==> config.mk <==
export PLATFORM = sky130hd
export DESIGN_NAME = text_console
export DESIGN_NICKNAME = d
export VERILOG_FILES = /design/src/rtl/text_console.sv
export SDC_FILE = /design/constraint.sdc
export NUM_CORES = 1
export LEC_CHECK = 0
export CORE_ASPECT_RATIO = 1.4
export CORE_MARGIN = 3
export CORE_UTILIZATION = 40
export DETAILED_ROUTE_END_ITERATION = 7
export PLACE_DENSITY = 0.73
export SYNTH_ARGS = -nofsm -noshare
export SYNTH_HDL_FRONTEND = slang
export SYNTH_SLANG_ARGS = --single-unit
==> constraint.sdc <==
create_clock -name clk -period 6.1 [get_ports clk]
set_input_delay 0.61 -clock clk [delete_from_list [all_inputs] [get_ports clk]]
set_output_delay 0.61 -clock clk [all_outputs]
set_load 0.05 [all_outputs]
==> src/rtl/text_console.sv <==
// Character-stream front end for the 80x30 text-mode video card.
// It keeps a cursor, interprets CR/LF/BS/FF and scrolls by copying rows over the card bus.
module text_console #(
  parameter int unsigned COLS  = 80,
  parameter int unsigned ROWS  = 30,
  parameter logic [7:0]  BLANK = 8'h20
) (
  input  logic        clk,
  input  logic        reset,
  input  logic [7:0]  char_in,
  input  logic        char_valid,
  output logic        char_ready,
  output logic        busy,
  output logic [6:0]  cursor_x,
  output logic [4:0]  cursor_y,
  output logic        STB,
  output logic        WE,
  output logic [31:0] ADDR,
  output logic [31:0] DAT_O,
  input  logic [31:0] DAT_I,
  input  logic        ACK
);

  localparam logic [11:0] LAST_CELL   = 12'(COLS * ROWS - 1);
  localparam logic [11:0] SCROLL_LAST = 12'(COLS * (ROWS - 1) - 1);
  localparam logic [11:0] ROW_OFFSET  = 12'(COLS);
  localparam logic [6:0]  LAST_COL    = 7'(COLS - 1);
  localparam logic [4:0]  LAST_ROW    = 5'(ROWS - 1);

  typedef enum logic [2:0] {
    IDLE, PUT, SCROLL_RD, SCROLL_WR, SCROLL_CLR, CLEAR, ACK_LOW
  } state_t;

  state_t      state_reg;
  state_t      ret_reg;
  state_t      issue_state;
  logic [6:0]  nx_reg;
  logic [4:0]  ny_reg;
  logic [11:0] idx_reg;
  logic [11:0] put_addr_reg;
  logic [7:0]  put_data_reg;
  logic [7:0]  rd_data_reg;
  logic        scroll_after_reg;
  logic        iss_we;
  logic [11:0] iss_addr;
  logic [7:0]  iss_dat;
  logic        unused_dat_hi;

  assign unused_dat_hi = ^DAT_I[31:8];
  assign char_ready    = (state_reg == IDLE);
  assign busy          = ~char_ready;

  // y*80 + x as shift-and-add; the shifts assume an 80-column screen.
  function automatic logic [11:0] cell_addr(input logic [6:0] x, input logic [4:0] y);
    return {1'b0, y, 6'b0} + {3'b0, y, 4'b0} + {5'b0, x};
  endfunction

  // Describes the access that the current (or resumed) state will launch.
  always_comb begin
    issue_state = (state_reg == ACK_LOW) ? ret_reg : state_reg;
    iss_we      = 1'b1;
    iss_addr    = idx_reg;
    iss_dat     = BLANK;
    case (issue_state)
      PUT: begin
        iss_addr = put_addr_reg;
        iss_dat  = put_data_reg;
      end
      SCROLL_RD: begin
        iss_we   = 1'b0;
        iss_addr = idx_reg + ROW_OFFSET;
        iss_dat  = 8'h00;
      end
      SCROLL_WR: iss_dat = rd_data_reg;
      default: ;
    endcase
  end

  always_ff @(posedge clk or negedge reset) begin
    if (!reset) begin
      state_reg        <= IDLE;
      ret_reg          <= IDLE;
      nx_reg           <= '0;
      ny_reg           <= '0;
      idx_reg          <= '0;
      put_addr_reg     <= '0;
      put_data_reg     <= '0;
      rd_data_reg      <= '0;
      scroll_after_reg <= 1'b0;
      cursor_x         <= '0;
      cursor_y         <= '0;
      STB              <= 1'b0;
      WE               <= 1'b0;
      ADDR             <= '0;
      DAT_O            <= '0;
    end else begin
      case (state_reg)
        IDLE: begin
          if (char_valid) begin
            scroll_after_reg <= 1'b0;
            if (char_in >= 8'h20 && char_in <= 8'h7E) begin
              put_addr_reg <= cell_addr(cursor_x, cursor_y);
              put_data_reg <= char_in;
              state_reg    <= PUT;
              if (cursor_x == LAST_COL) begin
                nx_reg <= '0;
                if (cursor_y == LAST_ROW) begin
                  ny_reg           <= LAST_ROW;
                  scroll_after_reg <= 1'b1;
                end else begin
                  ny_reg <= cursor_y + 5'd1;
                end
              end else begin
                nx_reg <= cursor_x + 7'd1;
                ny_reg <= cursor_y;
              end
            end else begin
              case (char_in)
                8'h0A: begin
                  if (cursor_y == LAST_ROW) begin
                    nx_reg    <= '0;
                    ny_reg    <= LAST_ROW;
                    idx_reg   <= '0;
                    state_reg <= SCROLL_RD;
                  end else begin
                    cursor_x <= '0;
                    cursor_y <= cursor_y + 5'd1;
                  end
                end
                8'h0D: cursor_x <= '0;
                8'h08: begin
                  if (cursor_x != 7'd0) begin
                    nx_reg       <= cursor_x - 7'd1;
                    ny_reg       <= cursor_y;
                    put_addr_reg <= cell_addr(cursor_x - 7'd1, cursor_y);
                    put_data_reg <= BLANK;
                    state_reg    <= PUT;
                  end
                end
                8'h0C: begin
                  nx_reg    <= '0;
                  ny_reg    <= '0;
                  idx_reg   <= '0;
                  state_reg <= CLEAR;
                end
                default: ;
              endcase
            end
          end
        end

        PUT, SCROLL_RD, SCROLL_WR, SCROLL_CLR, CLEAR: begin
          if (!STB) begin
            if (!ACK) begin
              STB   <= 1'b1;
              WE    <= iss_we;
              ADDR  <= {20'b0, iss_addr};
              DAT_O <= {24'b0, iss_dat};
            end
          end else if (ACK) begin
            STB <= 1'b0;
            case (state_reg)
              PUT: begin
                if (scroll_after_reg) begin
                  idx_reg   <= '0;
                  ret_reg   <= SCROLL_RD;
                  state_reg <= ACK_LOW;
                end else begin
                  cursor_x  <= nx_reg;
                  cursor_y  <= ny_reg;
                  state_reg <= IDLE;
                end
              end
              SCROLL_RD: begin
                rd_data_reg <= DAT_I[7:0];
                ret_reg     <= SCROLL_WR;
                state_reg   <= ACK_LOW;
              end
              SCROLL_WR: begin
                idx_reg   <= idx_reg + 12'd1;
                ret_reg   <= (idx_reg == SCROLL_LAST) ? SCROLL_CLR : SCROLL_RD;
                state_reg <= ACK_LOW;
              end
              default: begin
                if (idx_reg == LAST_CELL) begin
                  cursor_x  <= nx_reg;
                  cursor_y  <= ny_reg;
                  state_reg <= IDLE;
                end else begin
                  idx_reg   <= idx_reg + 12'd1;
                  ret_reg   <= state_reg;
                  state_reg <= ACK_LOW;
                end
              end
            endcase
          end
        end

        // The card's ACK lags STB by a cycle; launch the next access as soon as it has dropped.
        ACK_LOW: begin
          if (!ACK) begin
            state_reg <= ret_reg;
            STB       <= 1'b1;
            WE        <= iss_we;
            ADDR      <= {20'b0, iss_addr};
            DAT_O     <= {24'b0, iss_dat};
          end
        end

        default: state_reg <= IDLE;
      endcase
    end
  end

endmodule

---- Word level (Yosys, flattened, before mapping) ----
Index checks and enable logic that the tools add are counted.
operators by class
  add/sub/neg operators ................... 8
  $mul .................................... 0
  div/mod/pow operators ................... 0
  magnitude comparators ................... 2
  eq/ne operators ......................... 42
  shift-type cells ........................ 0
  multiplexer cells ....................... 82
  bitwise gates (word level) .............. 1
  reduce and logical (&&, ||, !) cells .... 21
operators with widths
  operator                                                                number
  32-bit 2-to-1 mux                                                       4
  32-bit case mux with 2 select lines                                     2
  12-bit 2-to-1 mux                                                       10
  7-bit 2-to-1 mux                                                        11
  12-bit case mux with 2 select lines                                     3
  5-bit 2-to-1 mux                                                        13
  7-bit case mux with 2 select lines                                      3
  3-bit 2-to-1 mux                                                        13
  12-bit case mux with 3 select lines                                     1
  8-bit by 4-bit equality test with 1-bit output (second input constant)  4
  10-bit AND reduction                                                    3
  3-bit case mux with 3 select lines                                      3
  12-bit by 7-bit adder with 12-bit output                                2
  12-bit equality test (second input constant)                            2
  8-bit 2-to-1 mux                                                        3
  8-bit case mux with 3 select lines                                      1
  3-bit != test (second input constant)                                   7
  7-bit case mux with 3 select lines                                      1
  2-bit != test (second input constant)                                   10
  5-bit case mux with 2 select lines                                      2
  5-bit case mux with 3 select lines                                      1
  11-bit by 9-bit adder with 12-bit output                                1
  12-bit by 1-bit adder with 12-bit output (second input constant)        1
  12-bit by 7-bit adder with 12-bit output (second input constant)        1
  30 further kinds                                                        54
storage, ports and cells
  flip-flop bits (word level) ............. 137
  bits in latches ......................... 0
  memory bits (writable) .................. 0
  ROM bits ................................ 0
  logic and storage cells ................. 171
  memories ................................ 0

---- Logic depth before layout (Yosys ltp) ----
  depth after elaboration ................. 7
  gate-level depth with buffers ........... 15
  depth with buffers taken out ............ 13

---- Worst setup path before layout ----
OpenSTA, ideal clock, no wires.
  path type ............................... input to register
  start ................................... input port char_in[1]
  end ..................................... register put_addr_reg[8]
  setup time .............................. 125 ps
  arrival ................................. 3,086 ps
  data required time ...................... 5,975 ps
  slack ................................... 2,890 ps
  cell stages on the path ................. 15
  buffers on the path ..................... 3
  path through ............................ buf_2 -> nand4_1 -> o21a_1 -> clkbuf_1 -> buf_1 -> nor2_1 -> xnor2_1 -> ha_1 -> inv_1 -> fa_1 -> inv_1 -> a21oi_1 -> nor2_1 -> xnor2_1 -> mux2_2
on the way
  cells in the longest elaborated chain, start to end .. 4
RTL lines
  what                                                                                                                                       RTL line  RTL
  start, declared                                                                                                                            10        input logic [7:0] char_in,
  8-bit by 6-bit greater-or-equal comparator with 1-bit output or 8-bit by 7-bit less-or-equal comparator with 1-bit output (tied branches)  101       if (char_in >= 8'h20 && char_in <= 8'h7E) begin
  1-bit logical AND                                                                                                                          101
  2-bit nonzero test (no line)                                                                                                               -
  4-bit AND reduction (no line)                                                                                                              -
  end signal, assigned                                                                                                                       102       put_addr_reg <= cell_addr(cursor_x, cursor_y);
  end signal, assigned                                                                                                                       135       put_addr_reg <= cell_addr(cursor_x - 7'd1, cursor_y);
  end, declared                                                                                                                              40        logic [11:0] put_addr_reg;
Parallel ways exist; a longest one is shown, timed or not.
A chain may end at the register's enable or synchronous reset.

---- Worst setup path in the final report ----
  start ................................... input port char_in[2]
  end ..................................... register put_addr_reg[8]
Same word-level chain as after synthesis.

==> metrics.txt <==
Hold Crit Class input port to async pin; clock slew at reported path FFs approximately 70 ps; initial drt markers 467; final std cells w/o fill about 900; row count 53; Peak VDD IR 0.301 mV; Die ar. between 15,000 and 20,000 µm²; I/O Buffers 55; setup TNS 0 ps; Post-Route WL between 15 and 20 mm; EDFF count, synth 0; first-pass GRT wire length around 25 mm; CTS tree done; mapped cell area slightly above 6000 µm²; P_int 2.09 mW; vias in the first global route about 4,800; postcts setup bufs 0; Final period util 60.9%; ratio of cells with drive above 1 in the final layout around 8.4%; depth of the CTS H-tree 3; Inserted Clock Buffers 9; placed cells ~880; cts hold-fix bufs 0; Top FF cell, synth dfrtp_1; clock skew a little under 7 ps; Synth area leaders dfrtp_1 38%, buf_4 5.6%, nor2_1 3.4%; Worst-Margin Slew between 1000 and 1500 ps; flop and latch count out of synthesis 93; PD cells 592 nW/µm²; # setup viols final 0; core area 15,100 µm²; initial antenna violation count 0; # resized after CTS 0; status finished clean; Fin. Hold Viols 0; gpl congestion slightly below 0.9; total congestion overflow 0; Leak roughly 2.8 nW; fmax 269 MHz; via count a little over 5,000; Final ANT Viol Nets 0; total track usage 17.8%; RSZ-0062 raised after global routing no; Post-route DRC 0; final core utilization 46.2%; final worst path period need around 3700 ps; top cell type's share of synthesized area approximately 38%; Cell variety after synth 80; 1st-pass router iterations 5; die width ~110 µm; Mapped Cells ~670; TritonCTS sink count between 90 and 100; CP startpoint kind input port; Mean Syn Cell Area between 9 and 10 µm²; WS Path Type input port to flop; Root Buffer clkbuf_16; worst r2r path cells 5; WP data required around 6300 ps; Sequential Power Share between 20 and 30%; YS warnings 0; logic gate share of total power ~58%; initial core utilization roughly two fifths; Ports roughly 120; Post-DP HPWL between 10 and 15 mm; area leader, netlist dfrtp_1; Clock Latency Late Sink between 300 and 400 ps; Critical Path AT between 3000 and 4000 ps; area grow syn2layout 13.1%; Vias per Instance 5.74; Layout fillers 1,419; max-slew violation count 0; Sw Ratio roughly half; Switch Pwr about 2.0 mW; Max Fanout on Critical Path 23; die height around 150 µm; Relative slew margins between 20% and 30%; NumNets Final between 700 and 800; largest net degree at the start of global routing between 60 and 70; most frequent cells in the layout 93 x dfrtp_1, 55 x nor2_1, 54 x clkdlybuf4s50_1, 44 x conb_1, 38 x nand2_1; Max Cap Viol 0; register area share after synthesis 37.9%; WL per Instance 17.0 µm; Max Root-Sink Buffers 2; ANT cells 0; commonest non-fill, non-tap cell in the layout dfrtp_1; fraction of registers with async set/reset 100%; Clock power frac ~14%; Crit. End Element flop; Pwr Total around 4.1 mW
==> final timing paths <==
kind | slack [ps] | end | from
setup / recovery | 2390 | put_addr_reg[8]$_DFFE_PN0P_ | char_in[2]
hold / removal | 190 | DAT_O[7]$_DFFE_PN0P_ | reset
setup reg to reg | 2410 | nx_reg[2]$_DFFE_PN0P_ | state_reg[2]$_DFFE_PN0P_
hold reg to reg | 480 | ny_reg[4]$_DFFE_PN0P_ | ny_reg[4]$_DFFE_PN0P_
max in group asynchronous | 4770 | state_reg[2]$_DFFE_PN0P_ | reset
min in group clk | 480 | ny_reg[4]$_DFFE_PN0P_ | ny_reg[4]$_DFFE_PN0P_
==> area by class of cell <==
type	instances	area, µm²	area share, %
sequential	93	2330	33.5
tap	192	240	3.46
clock inverter	7	77.6	1.12
clock buffer	9	225	3.24
timing repair buffer	60	586	8.43
inverter	28	105	1.51
multi-input combinational	508	3390	48.7
==> per-layer routing <==
layer | up-vias | track usage [%] | wire length [µm]
met1 | 2481 | 23.1 | 6400
met4 | 0 | 5.99 | 354
met3 | 27 | 3.06 | 856
li1 | 2438 | - | -
met5 | - | 0 | 0
met2 | 203 | 30.0 | 7610
==> worst max-delay path, cell delays in order <==
cell,delay [ps]
clkdlybuf4s50_1,710
nand4_1,300
o21a_1,690
nor2_1,140
xnor2_1,180
ha_1,190
inv_1,60
fa_1,390
inv_1,70
a21oi_1,50
nor2_1,190
xnor2_1,90
mux2_2,260
==> metrics by stage <==
step | setup slack, ps | hold WS [ps] | instance area [µm²]
detailed placement | 1980 | 471 | 6650
floorplan | 2890 | 314 | 6300
finish | 2390 | 189 | 6950
global route | 2030 | 209 | 6950
CTS | 2390 | 201 | 6950
global placement | 2090 | 468 | 6650
==> power groups by stage <==
| stage | registers (mW) | logic, mW | clock network [mW] |
|---|---|---|---|
| after floorplan | 1.41 | 1.50 | 0 |
| after global placement | 1.16 | 2.34 | 0 |
| after detailed placement | 1.17 | 2.36 | 0 |
| after CTS | 1.16 | 2.38 | 0.591 |
| after global routing | 1.20 | 2.60 | 0.616 |
| final | 1.16 | 2.37 | 0.580 |
==> synth_stat cells, drive strengths merged (6+ instances only) <==
master / count
o31ai: 9
nand4: 11
buf: 60
xnor2: 12
a22o: 7
and3: 6
nor4: 7
a21oi: 37
nand2: 39
dfrtp: 93
inv: 28
a22oi: 12
clkbuf: 23
a2bb2oi: 7
o21ai: 42
and2: 6
nor2b: 6
nor3: 11
nor2: 58
a31oi: 13
nand3: 21
o41ai: 13
o22ai: 10
ha: 15
mux2i: 19
mux2: 24
nand2b: 11
==> kinds of logic after synthesis <==
| group | synth area share, % |
|---|---|
| simple gates | 17.0 |
| compound gates | 21.5 |
| buf+inv | 9.90 |
| flops | 37.9 |
| mux | 7.62 |
| fa+ha+maj | 3.71 |
| xor+xnor | 2.28 |
| other cells | 0.0611 |
(Power assumes the default switching activity.)
